**config.mk**
```make
export PLATFORM = sky130hd
export DESIGN_NAME = spi_flash_responder
export DESIGN_NICKNAME = d
export VERILOG_FILES = /design/src/rtl/spi_flash_responder.sv
export SDC_FILE = /design/constraint.sdc
export NUM_CORES = 1
export LEC_CHECK = 0
export CORE_MARGIN = 2
export CORE_UTILIZATION = 45
export CTS_CLUSTER_SIZE = 28
export DETAILED_ROUTE_END_ITERATION = 7
export GPL_TIMING_DRIVEN = 0
export HOLD_SLACK_MARGIN = 0.02
export PLACE_DENSITY = 0.65
export SETUP_SLACK_MARGIN = 0.15
export SYNTH_ARGS = -nofsm -noshare
export SYNTH_HDL_FRONTEND = slang
export SYNTH_SLANG_ARGS = --single-unit
```
**constraint.sdc**
```tcl
create_clock -name clk -period 3.5 [get_ports clk]
set_clock_uncertainty 0.2 [all_clocks]
set_input_delay 0.35 -clock clk [delete_from_list [all_inputs] [get_ports clk]]
set_output_delay 0.35 -clock clk [all_outputs]
set_load 0.02 [all_outputs]
```
**src/rtl/spi_flash_responder.sv**
```systemverilog
// SPI-mode-0 serial flash responder supporting READ (0x03) and JEDEC ID (0x9F).
// The SPI pins are oversampled by the system clock through 2-flop synchronizers.
module spi_flash_responder #(
   parameter logic [23:0] JEDEC_ID = 24'hEF4016
) (
   input  logic        clk,
   input  logic        rst,
   input  logic        CLK,
   input  logic        CS_N,
   input  logic        MOSI,
   output logic        MISO,
   output logic        MISO_OE,
   output logic        mem_rd,
   output logic [23:0] mem_addr,
   input  logic [7:0]  mem_rdata,
   output logic        busy,
   output logic        cmd_err
);

   localparam logic [7:0] OpRead = 8'h03;
   localparam logic [7:0] OpJedec = 8'h9F;

   typedef enum logic [2:0] {StIdle, StCmd, StAddr, StData, StId, StIgnore} state_e;

   // sck_q[2] is the previous synchronized SCK, used for edge detection
   logic [2:0] sck_q;
   logic [1:0] csn_q;
   logic [1:0] mosi_q;
   logic       sck_rise, sck_fall, cs_hi, mosi_s;

   always_ff @(posedge clk) begin
      if (rst) begin
         sck_q  <= 3'b000;
         csn_q  <= 2'b11;
         mosi_q <= 2'b00;
      end else begin
         sck_q  <= {sck_q[1:0], CLK};
         csn_q  <= {csn_q[0], CS_N};
         mosi_q <= {mosi_q[0], MOSI};
      end
   end

   assign sck_rise = sck_q[1] & ~sck_q[2];
   assign sck_fall = ~sck_q[1] & sck_q[2];
   assign cs_hi    = csn_q[1];
   assign mosi_s   = mosi_q[1];

   // After reset, only accept a command once CS_N has really been seen high
   logic [1:0] settle_q;
   logic       armed_q;

   always_ff @(posedge clk) begin
      if (rst) begin
         settle_q <= 2'd0;
         armed_q  <= 1'b0;
      end else begin
         if (settle_q != 2'd2) settle_q <= settle_q + 2'd1;
         if (settle_q == 2'd2 && cs_hi) armed_q <= 1'b1;
      end
   end

   state_e      state_q;
   logic [2:0]  bit_cnt_q;
   logic [1:0]  byte_idx_q;
   logic [6:0]  cmd_q;
   logic [22:0] addr_q;
   logic [23:0] next_addr_q;
   logic [7:0]  tx_q;
   logic [7:0]  buf_q;
   logic        rd_dly_q;
   logic        miso_q, miso_oe_q, mem_rd_q, cmd_err_q;
   logic [23:0] mem_addr_q;
   logic [7:0]  opcode;
   logic [23:0] addr_full;
   logic [7:0]  id_byte;

   assign opcode    = {cmd_q, mosi_s};
   assign addr_full = {addr_q, mosi_s};

   always_comb begin
      id_byte = JEDEC_ID[7:0];
      case (byte_idx_q)
         2'd0:    id_byte = JEDEC_ID[23:16];
         2'd1:    id_byte = JEDEC_ID[15:8];
         default: id_byte = JEDEC_ID[7:0];
      endcase
   end

   always_ff @(posedge clk) begin
      if (rst) begin
         state_q     <= StIdle;
         bit_cnt_q   <= 3'd0;
         byte_idx_q  <= 2'd0;
         cmd_q       <= 7'd0;
         addr_q      <= 23'd0;
         next_addr_q <= 24'd0;
         tx_q        <= 8'd0;
         buf_q       <= 8'd0;
         rd_dly_q    <= 1'b0;
         miso_q      <= 1'b0;
         miso_oe_q   <= 1'b0;
         mem_rd_q    <= 1'b0;
         mem_addr_q  <= 24'd0;
         cmd_err_q   <= 1'b0;
      end else begin
         mem_rd_q  <= 1'b0;
         cmd_err_q <= 1'b0;
         rd_dly_q  <= mem_rd_q;
         if (cs_hi) begin
            // Deselect wins over any edge seen in the same cycle
            state_q    <= StIdle;
            bit_cnt_q  <= 3'd0;
            byte_idx_q <= 2'd0;
            miso_q     <= 1'b0;
            miso_oe_q  <= 1'b0;
            rd_dly_q   <= 1'b0;
         end else begin
            if (rd_dly_q) buf_q <= mem_rdata;
            case (state_q)
               StIdle: begin
                  if (armed_q) begin
                     state_q    <= StCmd;
                     bit_cnt_q  <= 3'd0;
                     byte_idx_q <= 2'd0;
                  end
               end
               StCmd: begin
                  if (sck_rise) begin
                     cmd_q     <= opcode[6:0];
                     bit_cnt_q <= bit_cnt_q + 3'd1;
                     if (bit_cnt_q == 3'd7) begin
                        case (opcode)
                           OpRead:  state_q <= StAddr;
                           OpJedec: state_q <= StId;
                           default: begin
                              state_q   <= StIgnore;
                              cmd_err_q <= 1'b1;
                           end
                        endcase
                     end
                  end
               end
               StAddr: begin
                  if (sck_rise) begin
                     addr_q    <= addr_full[22:0];
                     bit_cnt_q <= bit_cnt_q + 3'd1;
                     if (bit_cnt_q == 3'd7) begin
                        if (byte_idx_q == 2'd2) begin
                           byte_idx_q  <= 2'd0;
                           mem_rd_q    <= 1'b1;
                           mem_addr_q  <= addr_full;
                           next_addr_q <= addr_full + 24'd1;
                           state_q     <= StData;
                        end else begin
                           byte_idx_q <= byte_idx_q + 2'd1;
                        end
                     end
                  end
               end
               StData: begin
                  if (sck_fall) begin
                     bit_cnt_q <= bit_cnt_q + 3'd1;
                     if (bit_cnt_q == 3'd0) begin
                        // Load the prefetched byte and fetch the next one
                        tx_q        <= {buf_q[6:0], 1'b0};
                        miso_q      <= buf_q[7];
                        miso_oe_q   <= 1'b1;
                        mem_rd_q    <= 1'b1;
                        mem_addr_q  <= next_addr_q;
                        next_addr_q <= next_addr_q + 24'd1;
                     end else begin
                        miso_q <= tx_q[7];
                        tx_q   <= {tx_q[6:0], 1'b0};
                     end
                  end
               end
               StId: begin
                  if (sck_fall) begin
                     bit_cnt_q <= bit_cnt_q + 3'd1;
                     if (bit_cnt_q == 3'd0) begin
                        tx_q       <= {id_byte[6:0], 1'b0};
                        miso_q     <= id_byte[7];
                        miso_oe_q  <= 1'b1;
                        byte_idx_q <= (byte_idx_q == 2'd2) ? 2'd0 : byte_idx_q + 2'd1;
                     end else begin
                        miso_q <= tx_q[7];
                        tx_q   <= {tx_q[6:0], 1'b0};
                     end
                  end
               end
               StIgnore: begin
                  miso_q    <= 1'b0;
                  miso_oe_q <= 1'b0;
               end
               default: state_q <= StIdle;
            endcase
         end
      end
   end

   assign MISO     = miso_q & miso_oe_q;
   assign MISO_OE  = miso_oe_q;
   assign mem_rd   = mem_rd_q;
   assign mem_addr = mem_addr_q;
   assign busy     = (state_q != StIdle);
   assign cmd_err  = cmd_err_q;

endmodule

```
# ---- After elaboration in Yosys (flattened, before gate mapping)
# Index checks and enable logic that the tools add are counted.
dict set report totals {
  word_cells 138
  inputBits 13
  output_inout_bits 29
  register_bits 117
}
dict set report classes {
  add_sub_neg 5
  reduce_logical 27
  bitwise_logic 10
  eq_ne 25
  mux 52
}
# op count
set ops {}
lappend ops {{2-to-1 mux 24 bit} 10}
lappend ops {{one-hot mux 24 bit (2 select lines)} 2}
lappend ops {{adder 24 x 1 -> 24 bit, second input constant} 2}
lappend ops {{2-to-1 mux 8 bit} 4}
lappend ops {{one-hot mux 8 bit (2 select lines)} 2}
lappend ops {{2-to-1 mux 3 bit} 9}
lappend ops {{!= test 2 bit, second input constant} 11}
lappend ops {{AND reduction 7 bit} 2}
lappend ops {{2-to-1 mux 1 bit} 12}
lappend ops {{2-to-1 mux 2 bit} 6}
lappend ops {{one-hot mux 3 bit (4 select lines)} 1}
lappend ops {{AND reduction 3 bit} 4}
lappend ops {{nonzero test 3 bit} 4}
lappend ops {{equality test 3 bit, second input constant} 3}
lappend ops {{one-hot mux 3 bit (3 select lines)} 1}
lappend ops {{equality test 8 x 2 -> 1 bit, second input constant} 1}
lappend ops {{equality test 8 bit, second input constant} 1}
lappend ops {{AND reduction 4 bit} 2}
lappend ops {{OR reduction 2 bit} 4}
lappend ops {{inverter 1 bit} 7}
lappend ops {{equality test 3 x 2 -> 1 bit, second input constant} 2}
lappend ops {{logical NOT 3 bit} 2}
lappend ops {{!= test 2 x 1 -> 1 bit, second input constant} 3}
lappend ops {{one-hot mux 2 bit (3 select lines)} 1}
lappend ops {{other kinds (16)} 23}

# ---- Depth between registers and ports, before layout
dict set report depth {
  ltp_word 5
  depth_mapped 10
  mapped_depth_nobuf 8
}

# ---- Least setup slack after synthesis
# OpenSTA, ideal clock, no wires.
dict set report synth_timing {
  kind {reg-to-reg}
  from {register mosi_q[1]}
  to {register next_addr_q[20]}
  path_stages_with_launch 9
  period_less_slack_ns 2.575
  required_time_ns 3.163
  arrival_time_ns 2.237
  path_buffers 2
  slack_ns 0.925
  setup_time_ns 0.137
  cell_sequence {dfxtp_1 -> buf_4 -> nand4_2 -> or3_1 -> buf_2 -> a222oi_1 -> a21boi_2 -> nand3b_1 -> a41oi_2}
}
dict set report synth_via {
  elab_chain_len 5
}
# element line
set synth_lines {}
lappend synth_lines {{start, declared} 28} ;# logic [1:0] mosi_q;
lappend synth_lines {{start signal, assigned} 39} ;# mosi_q <= {mosi_q[0], MOSI};
lappend synth_lines {{adder 24 x 1 -> 24 bit} 152} ;# next_addr_q <= addr_full + 24'd1;
lappend synth_lines {{2-to-1 mux 24 bit} 148} ;# if (byte_idx_q == 2'd2) begin
lappend synth_lines {{2-to-1 mux 24 bit} 147} ;# if (bit_cnt_q == 3'd7) begin
lappend synth_lines {{2-to-1 mux 24 bit} 144} ;# if (sck_rise) begin
lappend synth_lines {{one-hot mux 24 bit (2 select lines)} 119} ;# case (state_q)
lappend synth_lines {{end signal, assigned} 152}
lappend synth_lines {{end signal, assigned} 170} ;# next_addr_q <= next_addr_q + 24'd1;
lappend synth_lines {{end, declared} 67} ;# logic [23:0] next_addr_q;
# No other way between the ends. The select of a mux whose other input is x is not followed.
# A chain may end at the register's enable or synchronous reset.

# ---- Final worst setup path
dict set report layout_timing {
  from {register bit_cnt_q[0]}
  to {register mem_addr_q[15], in the netlist mem_addr[15]}
}
dict set report layout_via {
  elab_chain_len 3
  elab_cells_between_ends 5
  classes_between {3 x eq/ne; 2 x reduce/logical}
}
# element line
set layout_lines {}
lappend layout_lines {{start, declared} 63} ;# logic [2:0] bit_cnt_q;
lappend layout_lines {{start signal, assigned} 130} ;# bit_cnt_q <= bit_cnt_q + 3'd1;
lappend layout_lines {{start signal, assigned} 146} ;# bit_cnt_q <= bit_cnt_q + 3'd1;
lappend layout_lines {{start signal, assigned} 162} ;# bit_cnt_q <= bit_cnt_q + 3'd1;
lappend layout_lines {{equality test 3 bit / logical NOT 3 bit (equally long branches)} {147, 163}}
lappend layout_lines {{!= test 2 bit (no line)} -}
lappend layout_lines {{AND reduction 7 bit (no line) (*)} -}
lappend layout_lines {{end signal, assigned} 151} ;# mem_addr_q <= addr_full;
lappend layout_lines {{end signal, assigned} 169} ;# mem_addr_q <= next_addr_q;
lappend layout_lines {{end, declared} 72} ;# logic [23:0] mem_addr_q;
# Mark *: on every way between the ends. The rest lies on a longest branch, timed or not.

==> results.ini <==
[outcome]
outcome = completed

[timing]
timing.final.hold_violations = 0
hold_ws_ns = 0.2047
slew-limit-headroom_pct = 35.38
unrepaired_setup_endpoints_after_global_routing = false
layout_setup_ws_ns = 0.3335
fin_crit_ns = 3.166
finalMaxSlewViolations = 0
max_freq_mhz = 315.8
final_layout_setup_total_negative_slack_ns = 0
worst_pin_slew_ns = 0.9618
setup_viol = 0
timing.final.crit_share_pct = 90.47

[critical_path]
critical_path.top_delay_family = buffers and inverters
critPathMaxFanout = 10
worstSetupPathType = reg2reg
critPathArrivalTime_ns = 3.22
startpoint_type_of_the_worst_setup_path = register
critPathMostFrequentCell = clkbuf_1
crit_chain = inv_1 -> ha_1 -> nor4bb_2 -> a21oi_1 -> nor4_1 -> clkbuf_1 -> clkbuf_1 -> a211oi_1
critical_path_required_ns = 3.56
worst_setup_path_end_kind = register
cp_slowest_cell = clkbuf_1
worst_path_buf_inv = 3
cpPeakStageDelay_ns = 0.52

[finish]
layout-area-overhead-vs-synth_pct = 22.78
n_antenna_cell = 0
layout.cell_area.non_filler_sq_um = 6912
numnets_final = 789
layout_common_cells = dfxtp_1, nand2_1, nor2_1
drive_above_1_share_pct = 8.535
layout_commonest_cell = dfxtp_1
layoutNonFillerInstCount = 953

[synthesis]
yosys.cell_types.count = 60
synth.yosys.warnings = 0
yosys_top_cell_by_area = dfxtp_1
async_flop_share_pct = 0
post_synth_fa_ha_maj_area_fraction_pct = 0.8891
synth_xor_xnor_area_share_pct = 1.089
ys_ff_latch = 116
seq_area_frac_synth_pct = 41.25
syn-instance-count = 710
netlist_top_cells_area = dfxtp_1, nand2_1, mux2i_1
commonest_register_cell_after_synthesis = dfxtp_1
synth_mux_area_share_pct = 6.490
post_synth.cell_area_avg_sq_um = 7.928
synth-edff-count = 0
synth_fp_nets = 727
yosys.area_share.simple_pct = 26.25
synth.top_cell.area_share_pct = 41.25
netlist_area_sq_um = 5629
synth-compound-area-share_pct = 19.52
combinational_family_with_the_most_area_after_synthesis = simple AND/OR/NAND/NOR gates

[global_route]
grt_util_met2_pct = 38.17
first_pass_grt_wire_length_um = 26310
first_global_vias = 5133
gr-usage-met3_pct = 5.282
grt_usage_pct = 25.58
largest_net_degree_at_the_start_of_global_routing = 17
gr-max-usage-layer = met2
global_route.overflow_total = 0
use_met1_pct = 34.47
antenna_violations_before_repair = 0

[cts]
clk_pin_slew_worst_paths_ns = 0.05
cts-buffers-inserted = 17
cts_tree = built
h-tree-depth = 4
clockRootBuffer = clkbuf_16
postCtsHoldBufs = 0
clockBufferDepth = 2
clkLatencyLatePin_ns = 0.42
cts.sinks = 116

[detailed_routing]
routed_wirelength_um = 16440
avgRoutedWirePerCell_um = 17.25
routed-via-count = 5506
drt-initial-drc-count = 385
firstDrtPassIters = 5
avgViaCountPerCell = 5.778
drc_errors = 0
route.antenna.remaining_nets = 0

[die]
die_w_um = 115.8
die-height_um = 115.8
design.core.area_sq_um = 12110
initial_utilization_pct = 46.48
floorplan.die_area_sq_um = 13420
core.rowCount = 40
pin_count = 42

[pwr]
vdd_drop_max_uv = 320.1
static-leakage-power_nw = 2.273
power.density_cell_area_nw_per_um2 = 481.3

[place]
placement.io_buffers = 41
instance_area_at_placement_sq_um = 6250
detailedPlace.worstSlack_ns = 0.09154
hpwl_um = 11570
place_congestion = 0.9445
post-place-cells = 919

[min_path]
path_class_of_the_lowest_slack_min_delay_path = reg2reg

[run]
max_cap_violations = 0

Yosys cell counts (2+ instances only):
cell and count:
nor4_1 2, nor2_1 74, or3_1 4, a22oi_1 5, nand2b_1 9, and4_1 3, o211ai_1 7, o2111ai_1 3
o21ai_1 2, nand4_1 9, a21o_1 2, buf_2 4, a311oi_1 10, dfxtp_1 116, o21ai_0 25, nand3b_1 15
a221oi_1 3, a31oi_1 13, nand3_1 31, nor3_1 15, clkbuf_1 47, inv_1 8, o22a_1 2, mux2_2 4
xor2_1 3, a21oi_1 62, a211oi_1 20, and2_1 8, mux2i_1 32, nor3b_1 2, nor2b_1 7, o311ai_0 2
o31ai_1 2, or4_1 3, o21bai_1 2, ha_1 4, or2_2 8, nand2_1 113, or3b_2 2, xnor2_1 4
buf_1 4
registers in the layout, summed over array words and instances, names as in the netlist, 2 cells and up:
name	cells
addr_q	23
bit_cnt_q	3
buf_q	8
byte_idx_q	2
cmd_q	7
csn_q	2
mem_addr	24
mosi_q	2
next_addr_q	24
sck_q	3
settle_q	2
state_q	3
tx_q	7
logic make-up (layout without fill, tap and decap cells):
logic type / Yosys count / in the layout
fa+ha+maj: 4 / 4
xor+xnor: 7 / 7
compound gates: 171 / 171
simple gates: 311 / 311
buf+inv: 65 / 140
mux: 36 / 36
flops: 116 / 116
layer usage:
| layer | vias up | wire length [um] |
|---|---|---|
| li1 | 2657 | - |
| met4 | 0 | 577 |
| met3 | 42 | 987 |
| met2 | 210 | 7313 |
| met1 | 2597 | 7556 |
| met5 | - | 0 |
report_power, final:
| part | leakage [nW] | internal, mW | switching (mW) | total [mW] |
|---|---|---|---|---|
| Clock | 0.310 | 1.24 | 0.591 | 1.83 |
| Combinational | 1.03 | 0.0565 | 0.0877 | 0.144 |
| Sequential | 0.936 | 1.34 | 0.0109 | 1.35 |
path summary, 6_finish.rpt:
check / startpoint / cells past startpoint / end / slack [ns]
worst max register to register: bit_cnt_q[0]$_SDFFE_PP0P_ / 8 / mem_addr[15]$_SDFFE_PP0P_ / 0.33
worst min register to register: csn_q[0]$_SDFF_PP1_ / 1 / csn_q[1]$_SDFF_PP1_ / 0.20
worst max-delay path: bit_cnt_q[0]$_SDFFE_PP0P_ / 8 / mem_addr[15]$_SDFFE_PP0P_ / 0.33
worst min-delay path: csn_q[0]$_SDFF_PP1_ / 1 / csn_q[1]$_SDFF_PP1_ / 0.20
metrics by stage:
step | utilization (%) | power (mW)
3_5_place_dp | 51.60 | 1.519
4_1_cts | 56.80 | 3.349
3_3_place_gp | 51.60 | 1.514
5_1_grt | 57.07 | 3.422
2_1_floorplan | - | 1.470
6_report | 57.07 | 3.326
area by class of cell:
cell class / instances / area (sq um)
fill: 1164 / 5200
multi-input combinational: 529 / 3059
sequential: 116 / 2322
clock buffer: 22 / 474.2
timing repair buffer: 44 / 432.9
buffer: 56 / 230.2
tap: 168 / 210.2
clock inverter: 10 / 152.6
inverter: 8 / 30.03
timing repair:
action                                  CTS  global route
resized for setup                         2            12
endpoints found under the setup margin   11            49
hold endpoints to repair                  0             0
setup buffers                             0             3
pin swaps                                 0             1
No activity file was read; power rests on OpenSTA's default activity.
